## src/rtl/vend_pkg.sv

```systemverilog
// Shared types and constants for the vending controller: FSM states,
// coin encodings, price table and credit width.
package vend_pkg;

   localparam int unsigned CREDIT_W = 4;
   localparam int unsigned SUM_W    = CREDIT_W + 1;

   typedef enum logic [1:0] {
      ST_IDLE     = 2'd0,
      ST_CREDIT   = 2'd1,
      ST_DISPENSE = 2'd2,
      ST_CHANGE   = 2'd3
   } vend_state_e;

   localparam logic [1:0] CASH_NONE = 2'b00;
   localparam logic [1:0] CASH_TK10 = 2'b01;
   localparam logic [1:0] CASH_TK20 = 2'b10;
   localparam logic [1:0] CASH_BAD  = 2'b11;

   // Price in Tk10 units: item n costs n+1.
   function automatic logic [CREDIT_W-1:0] item_price(input logic [1:0] item);
      return CREDIT_W'(item) + CREDIT_W'(1);
   endfunction

   // Coin value in Tk10 units; the invalid code counts as no coin.
   function automatic logic [1:0] cash_value(input logic [1:0] cash);
      case (cash)
         CASH_TK10: return 2'd1;
         CASH_TK20: return 2'd2;
         CASH_NONE,
         CASH_BAD:  return 2'd0;
         default:   return 2'd0;
      endcase
   endfunction

endpackage

```

## src/rtl/vend_timeout_ctr.sv

```systemverilog
// Inactivity counter for the optional auto-refund: counts enabled cycles,
// clears on clr_i or when disabled, flags the cycle the count hits LIMIT.
module vend_timeout_ctr #(
   parameter int unsigned LIMIT = 1000
) (
   input  logic clk,
   input  logic reset,
   input  logic en_i,
   input  logic clr_i,
   output logic expire_c
);

   localparam int unsigned CNT_W = $clog2(LIMIT + 1);

   logic [CNT_W-1:0] cnt_q, cnt_d;

   // Next count: hold at zero unless counting an idle cycle.
   always_comb begin
      cnt_d = cnt_q;
      if (clr_i || !en_i) begin
         cnt_d = '0;
      end else begin
         cnt_d = cnt_q + CNT_W'(1);
      end
   end

   // Counter register.
   always_ff @(posedge clk) begin
      if (reset) begin
         cnt_q <= '0;
      end else begin
         cnt_q <= cnt_d;
      end
   end

   assign expire_c = en_i && !clr_i && (cnt_q == CNT_W'(LIMIT - 1));

endmodule

```

## src/rtl/vend_ctrl.sv

```systemverilog
// Vending machine controller: coin credit, product select, dispense
// handshake and coin-by-coin change return.
// Optional feature: define VEND_TIMEOUT_EN for auto-refund after
// TIMEOUT_CYCLES idle cycles in CREDIT.
module vend_ctrl
   import vend_pkg::*;
#(
   parameter int unsigned MAX_CREDIT     = 7,
   parameter int unsigned TIMEOUT_CYCLES = 1000
) (
   input  logic                clk,
   input  logic                reset,
   input  logic [1:0]          cash_in,
   input  logic                sel_valid,
   input  logic [1:0]          sel_item,
   input  logic                cancel,
   input  logic                disp_ready,
   output logic                disp_valid,
   output logic [1:0]          disp_item,
   output logic                change_pulse,
   output logic                coin_reject,
   output logic [CREDIT_W-1:0] credit,
   output logic                busy
);

   if (MAX_CREDIT < 2 || MAX_CREDIT > 15 || TIMEOUT_CYCLES == 0) begin : g_bad_param
      $error("vend_ctrl: MAX_CREDIT must be 2..15 and TIMEOUT_CYCLES nonzero");
   end

   vend_state_e         state_q, state_d;
   logic [CREDIT_W-1:0] credit_q, credit_d;
   logic [1:0]          item_q, item_d;
   logic                disp_valid_q, disp_valid_d;
   logic                change_q, change_d;
   logic                reject_q, reject_d;
   logic                busy_q, busy_d;

   logic                idle_st_c;
   logic [1:0]          coin_val_c;
   logic                sel_ok_c;
   logic [SUM_W-1:0]    net_c, sum_c;
   logic                coin_ok_c;
   logic [CREDIT_W-1:0] credit_sel_c;
   logic                timeout_c;

   // Coin/price arithmetic against the registered credit.
   always_comb begin
      idle_st_c    = (state_q == ST_IDLE) || (state_q == ST_CREDIT);
      coin_val_c   = cash_value(cash_in);
      sel_ok_c     = idle_st_c && sel_valid && (credit_q >= item_price(sel_item));
      net_c        = SUM_W'(credit_q) - (sel_ok_c ? SUM_W'(item_price(sel_item)) : SUM_W'(0));
      sum_c        = net_c + SUM_W'(coin_val_c);
      coin_ok_c    = idle_st_c && (coin_val_c != 2'd0) && (sum_c <= SUM_W'(MAX_CREDIT));
      credit_sel_c = coin_ok_c ? CREDIT_W'(sum_c) : CREDIT_W'(net_c);
   end

`ifdef VEND_TIMEOUT_EN
   logic tmo_clr_c;

   assign tmo_clr_c = coin_ok_c || sel_valid || cancel || (state_q != ST_CREDIT);

   vend_timeout_ctr #(
      .LIMIT (TIMEOUT_CYCLES)
   ) u_timeout (
      .clk      (clk),
      .reset    (reset),
      .en_i     (state_q == ST_CREDIT),
      .clr_i    (tmo_clr_c),
      .expire_c (timeout_c)
   );
`else
   assign timeout_c = 1'b0;
`endif

   // State register.
   always_ff @(posedge clk) begin
      if (reset) begin
         state_q <= ST_IDLE;
      end else begin
         state_q <= state_d;
      end
   end

   // Next-state logic.
   always_comb begin
      state_d = state_q;
      case (state_q)
         ST_IDLE, ST_CREDIT: begin
            if (sel_ok_c) begin
               state_d = ST_DISPENSE;
            end else if ((state_q == ST_CREDIT) && (cancel || timeout_c)) begin
               state_d = ST_CHANGE;
            end else begin
               state_d = (credit_sel_c != '0) ? ST_CREDIT : ST_IDLE;
            end
         end
         ST_DISPENSE: begin
            if (disp_ready) begin
               state_d = (credit_q != '0) ? ST_CHANGE : ST_IDLE;
            end
         end
         ST_CHANGE: begin
            if (credit_q <= CREDIT_W'(1)) begin
               state_d = ST_IDLE;
            end
         end
         default: state_d = ST_IDLE;
      endcase
   end

   // Output and datapath next values.
   always_comb begin
      credit_d = credit_q;
      item_d   = item_q;
      reject_d = 1'b0;
      case (state_q)
         ST_IDLE, ST_CREDIT: begin
            credit_d = credit_sel_c;
            reject_d = (coin_val_c != 2'd0) && !coin_ok_c;
            if (sel_ok_c) begin
               item_d = sel_item;
            end
         end
         ST_DISPENSE: begin
            reject_d = (coin_val_c != 2'd0);
         end
         ST_CHANGE: begin
            reject_d = (coin_val_c != 2'd0);
            if (credit_q != '0) begin
               credit_d = credit_q - CREDIT_W'(1);
            end
         end
         default: ;
      endcase
      disp_valid_d = (state_d == ST_DISPENSE);
      change_d     = (state_d == ST_CHANGE);
      busy_d       = (state_d == ST_DISPENSE) || (state_d == ST_CHANGE);
   end

   // Output and datapath registers.
   always_ff @(posedge clk) begin
      if (reset) begin
         credit_q     <= '0;
         item_q       <= '0;
         disp_valid_q <= 1'b0;
         change_q     <= 1'b0;
         reject_q     <= 1'b0;
         busy_q       <= 1'b0;
      end else begin
         credit_q     <= credit_d;
         item_q       <= item_d;
         disp_valid_q <= disp_valid_d;
         change_q     <= change_d;
         reject_q     <= reject_d;
         busy_q       <= busy_d;
      end
   end

   assign credit       = credit_q;
   assign disp_item    = item_q;
   assign disp_valid   = disp_valid_q;
   assign change_pulse = change_q;
   assign coin_reject  = reject_q;
   assign busy         = busy_q;

endmodule

```

## config.mk

```make
export PLATFORM = sky130hd
export DESIGN_NAME = vend_ctrl
export DESIGN_NICKNAME = d
export VERILOG_FILES = /design/src/rtl/vend_pkg.sv /design/src/rtl/vend_timeout_ctr.sv /design/src/rtl/vend_ctrl.sv
export SDC_FILE = /design/constraint.sdc
export NUM_CORES = 1
export LEC_CHECK = 0
export BUFFER_PORTS_ARGS = -buffer_cell sky130_fd_sc_hd__buf_2
export CAP_MARGIN = 25
export CORE_ASPECT_RATIO = 1.25
export CORE_MARGIN = 2
export CORE_UTILIZATION = 55
export CTS_BUF_LIST = sky130_fd_sc_hd__clkbuf_8
export DETAILED_ROUTE_END_ITERATION = 12
export GPL_TIMING_DRIVEN = 0
export HOLD_SLACK_MARGIN = 0.02
export PLACE_DENSITY = 0.79
export SYNTH_ARGS = -nofsm -noshare
export SYNTH_HDL_FRONTEND = slang
export SYNTH_SLANG_ARGS = --single-unit
```

## constraint.sdc

```tcl
create_clock -name clk -period 5.2 [get_ports clk]
set_input_delay 0.26 -clock clk [delete_from_list [all_inputs] [get_ports clk]]
set_output_delay 0.26 -clock clk [all_outputs]
set_load 0.01 [all_outputs]
```

==> summary.md <==
| Metric | Value |
|---|---|
| R2R Path End | state_q[0] |
| Clk pwr share | 0.109 |
| Largest net degree at the start of global routing | 11 |
| Minimum clock period | approximately 4600 ps |
| Max-Cap Viols | 0 |
| Worst Hold Path Cells | 3 |
| Post-route ant nets | 0 |
| P_sw | 0.367 mW |
| Reg2reg setup slack | just over 600 ps |
| Clock skew | 2.75 ps |
| Yosys cell types | between 40 and 50 |
| Gr ovfl total | 0 |
| PwrDens | roughly 580 nW/µm² |
| DPL Wire Length | 2.14 mm |
| Sw Ratio | 0.483 |
| Post-synth ARST share | 0 |
| Area Growth Syn to Fin | 13.4% |
| IO buf count | 17 |
| Pins Over Slew Limit | 0 |
| HP Start | sel_item[1] |
| Synth Flop Type | dfxtp_1 |
| WP data required | between 5000 and 6000 ps |
| Hold Slack | approximately 280 ps |
| Synth top area share | 0.190 |
| Drt initial violations | 38 |
| Root Driver | clkbuf_8 |
| Post-cts resize count | 0 |
| CP Max Fanout | 7 |
| Final period util | 0.881 |
| Peak supply drop | around 0.38 mV |
| Clock transition at path regs | around 50 ps |
| TritonCTS Buffers | 3 |
| Max clock buf depth | 2 |
| Sum Neg Setup Slack | 0 ps |
| Share of cells above drive strength 1 | 0.183 |
| Setup CP Type | flip-flop to flip-flop |
| Global route hottest layer | met2 |
| RSZ-0062 raised after global routing | false |
| Sequential share of power | 0.181 |
| Synthesis-stage register bit count | 11 |
| Outcome | finished, final reports clean |
| # diodes | 0 |
| Non-filler cells, final | 184 |
| Routed WL | about 2.7 mm |
| IO Pins | 19 |
| Top cells by area, synth | dfxtp_1 19%, ha_1 15%, inv_1 4.9%, nand2_1 4.2%, a21oi_1 3.9% |
| Register area share after synthesis | 0.190 |
| Fin. Hold Viols | 0 |
| Vias per cell | around 6 |
| Routed WL per cell | between 10 and 15 µm |
| Met3 usage | 0.0196 |
| DRC | 0 |
| H-tree levels | 1 |
| Internal | between 0.3 and 0.4 mW |
| Worst Hold Path EP | disp_item[1] |
| Initial antenna violation count | 0 |
| Most frequent cells in the layout | 19 x buf_2, 16 x inv_1, 14 x ha_1 |
| Clock sinks | 11 |
| Worst-case reg-to-reg path depth | 18 |
| Max Clk Rate | roughly 220 MHz |
| DIE AREA | ~2500 µm² |
| First-pass GRT wire length | between 4 and 5 mm |
| Syn Std Cell Area | 1160 µm² |
| Met2 GRT Util | 0.433 |
| Final setup viols | 0 |
| Syn_nets | between 150 and 200 |
| Critical Path Sink Type | flip-flop |
| Cell Rows | 18 |
| Clk Latency, worst-skew pair | 240 ps |
| Syn_area_per_cell | between 8 and 9 µm² |
| Initial DRT Pass Iterations | 4 |
| Die H | about 55 µm |
| Hold WC Path Type | input pin to flip-flop |
| CTS tree | built |
| Synthesis Warnings | 0 |
| Post-Synthesis Cells | between 100 and 150 |
| LEAKAGE | ~0.6 nW |
| Vias | ~1100 |
| GRT Total Usage | 0.248 |
| Least-Margin Pin Slew | 492 ps |
| Nets | 190 |
| EDFF count, synth | 0 |
| Placed cells | 180 |
| Worst EP arrival | approximately 4800 ps |
| Slew margin rel. | 0.670 |
| End-of-flow core utilization | 0.662 |
| Placer Congestion | ~0.89 |
| Comb power frac | 0.710 |
| Hold buffer count at CTS | 0 |
| Cell taking the most area after synthesis | dfxtp_1 |
| Vias in the first global route | roughly 1100 |
| Startpoint types | flip-flop |
| Core Box Area | roughly 2000 µm² |
| GR Util met1 | 0.304 |
| Commonest non-fill, non-tap cell in the layout | buf_2 |
| Reg-to-Reg Start | credit[0] |
| Initial Util | 0.583 |
| Die width | 45.0 µm |
| Setup Fix Bufs, Post-CTS | 0 |
[flip-flops by register name, summed over array words and instances, names as in the netlist]
register	cells
state_q	2
coin_reject	1
disp_valid	1
change_pulse	1
credit	4
disp_item	2
[worst max path at each step]
| stage | from | cells past startpoint | end | slack [ps] |
|---|---|---|---|---|
| final | credit[0] | 18 | state_q[0] | 620 |
| after detailed placement | sel_item[0] | 19 | state_q[0] | 550 |
| after global placement | sel_item[0] | 19 | state_q[0] | 660 |
| after global routing | credit[0] | 18 | state_q[0] | 240 |
| after CTS | credit[0] | 18 | state_q[0] | 620 |
| after floorplan | credit[0] | 18 | state_q[0] | 1190 |
[final cells by class]
class                           count  area, µm²
Sequential cell                    11        220
Clock buffer                        3       41.3
Inverter                           15       56.3
Multi-Input combinational cell    111        847
Tap cell                           20       25.0
Timing Repair Buffer               17       85.1
Fill cell                         170        671
Buffer                              6       32.5
Clock inverter                      1       3.75
[cell families after synthesis]
kind of cell | after synthesis | share of synthesized area
AO/OA/AOI/OAI | 37 | 0.223
XOR/XNOR | 4 | 0.0465
AND/OR/NAND/NOR | 50 | 0.232
flip-flops | 11 | 0.190
adder cells (fa/ha/maj) | 16 | 0.186
buffers and inverters | 21 | 0.0768
multiplexers | 4 | 0.0455
[cells in the mapped netlist (3+ instances only)]
library cell   n
inv_1         15
nor3_1         5
nand2_1       13
o211ai_1       4
o21ai_1        4
nor2_1        10
nand2b_1       3
o21ai_0        5
nand3_1        5
ha_1          14
dfxtp_1       11
mux2i_1        3
a21oi_1        9
[per-layer routing]
metal | part of all wire | vias to the layer above
li1 | - | 552
met1 | 0.42 | 524
met2 | 0.52 | 41
met3 | 0.039 | 10
met4 | 0.021 | 0
met5 | 0 | -
[power by group through the flow]
stage | registers [mW] | logic, mW | clock network, mW
6_report | 0.137 | 0.539 | 0.0824
2_1_floorplan | 0.146 | 0.405 | 0
4_1_cts | 0.138 | 0.535 | 0.0830
3_5_place_dp | 0.139 | 0.528 | 0
5_1_grt | 0.142 | 0.601 | 0.0869
3_3_place_gp | 0.139 | 0.515 | 0
[stage by stage]
step | area, µm² | power [mW] | setup WS, ps
after floorplan | 1160 | 0.551 | 1190
after global placement | 1270 | 0.654 | 661
after detailed placement | 1270 | 0.668 | 545
after CTS | 1310 | 0.756 | 623
after global routing | 1310 | 0.830 | 239
final | 1310 | 0.759 | 621
[critical path: stages (launching register included)]
cell	delay, ps
dfxtp_1	370
inv_1	140
ha_1	300
nand2b_1	90
a2111oi_0	80
or4b_1	490
buf_2	180
nor2_1	100
ha_1	180
inv_1	60
fa_1	540
inv_1	100
fa_1	510
nor3_1	470
nand2b_1	130
o21ai_1	220
o211ai_1	110
o22ai_1	280
nor2b_1	160
Note: power is estimated with default switching activity, not from simulation.
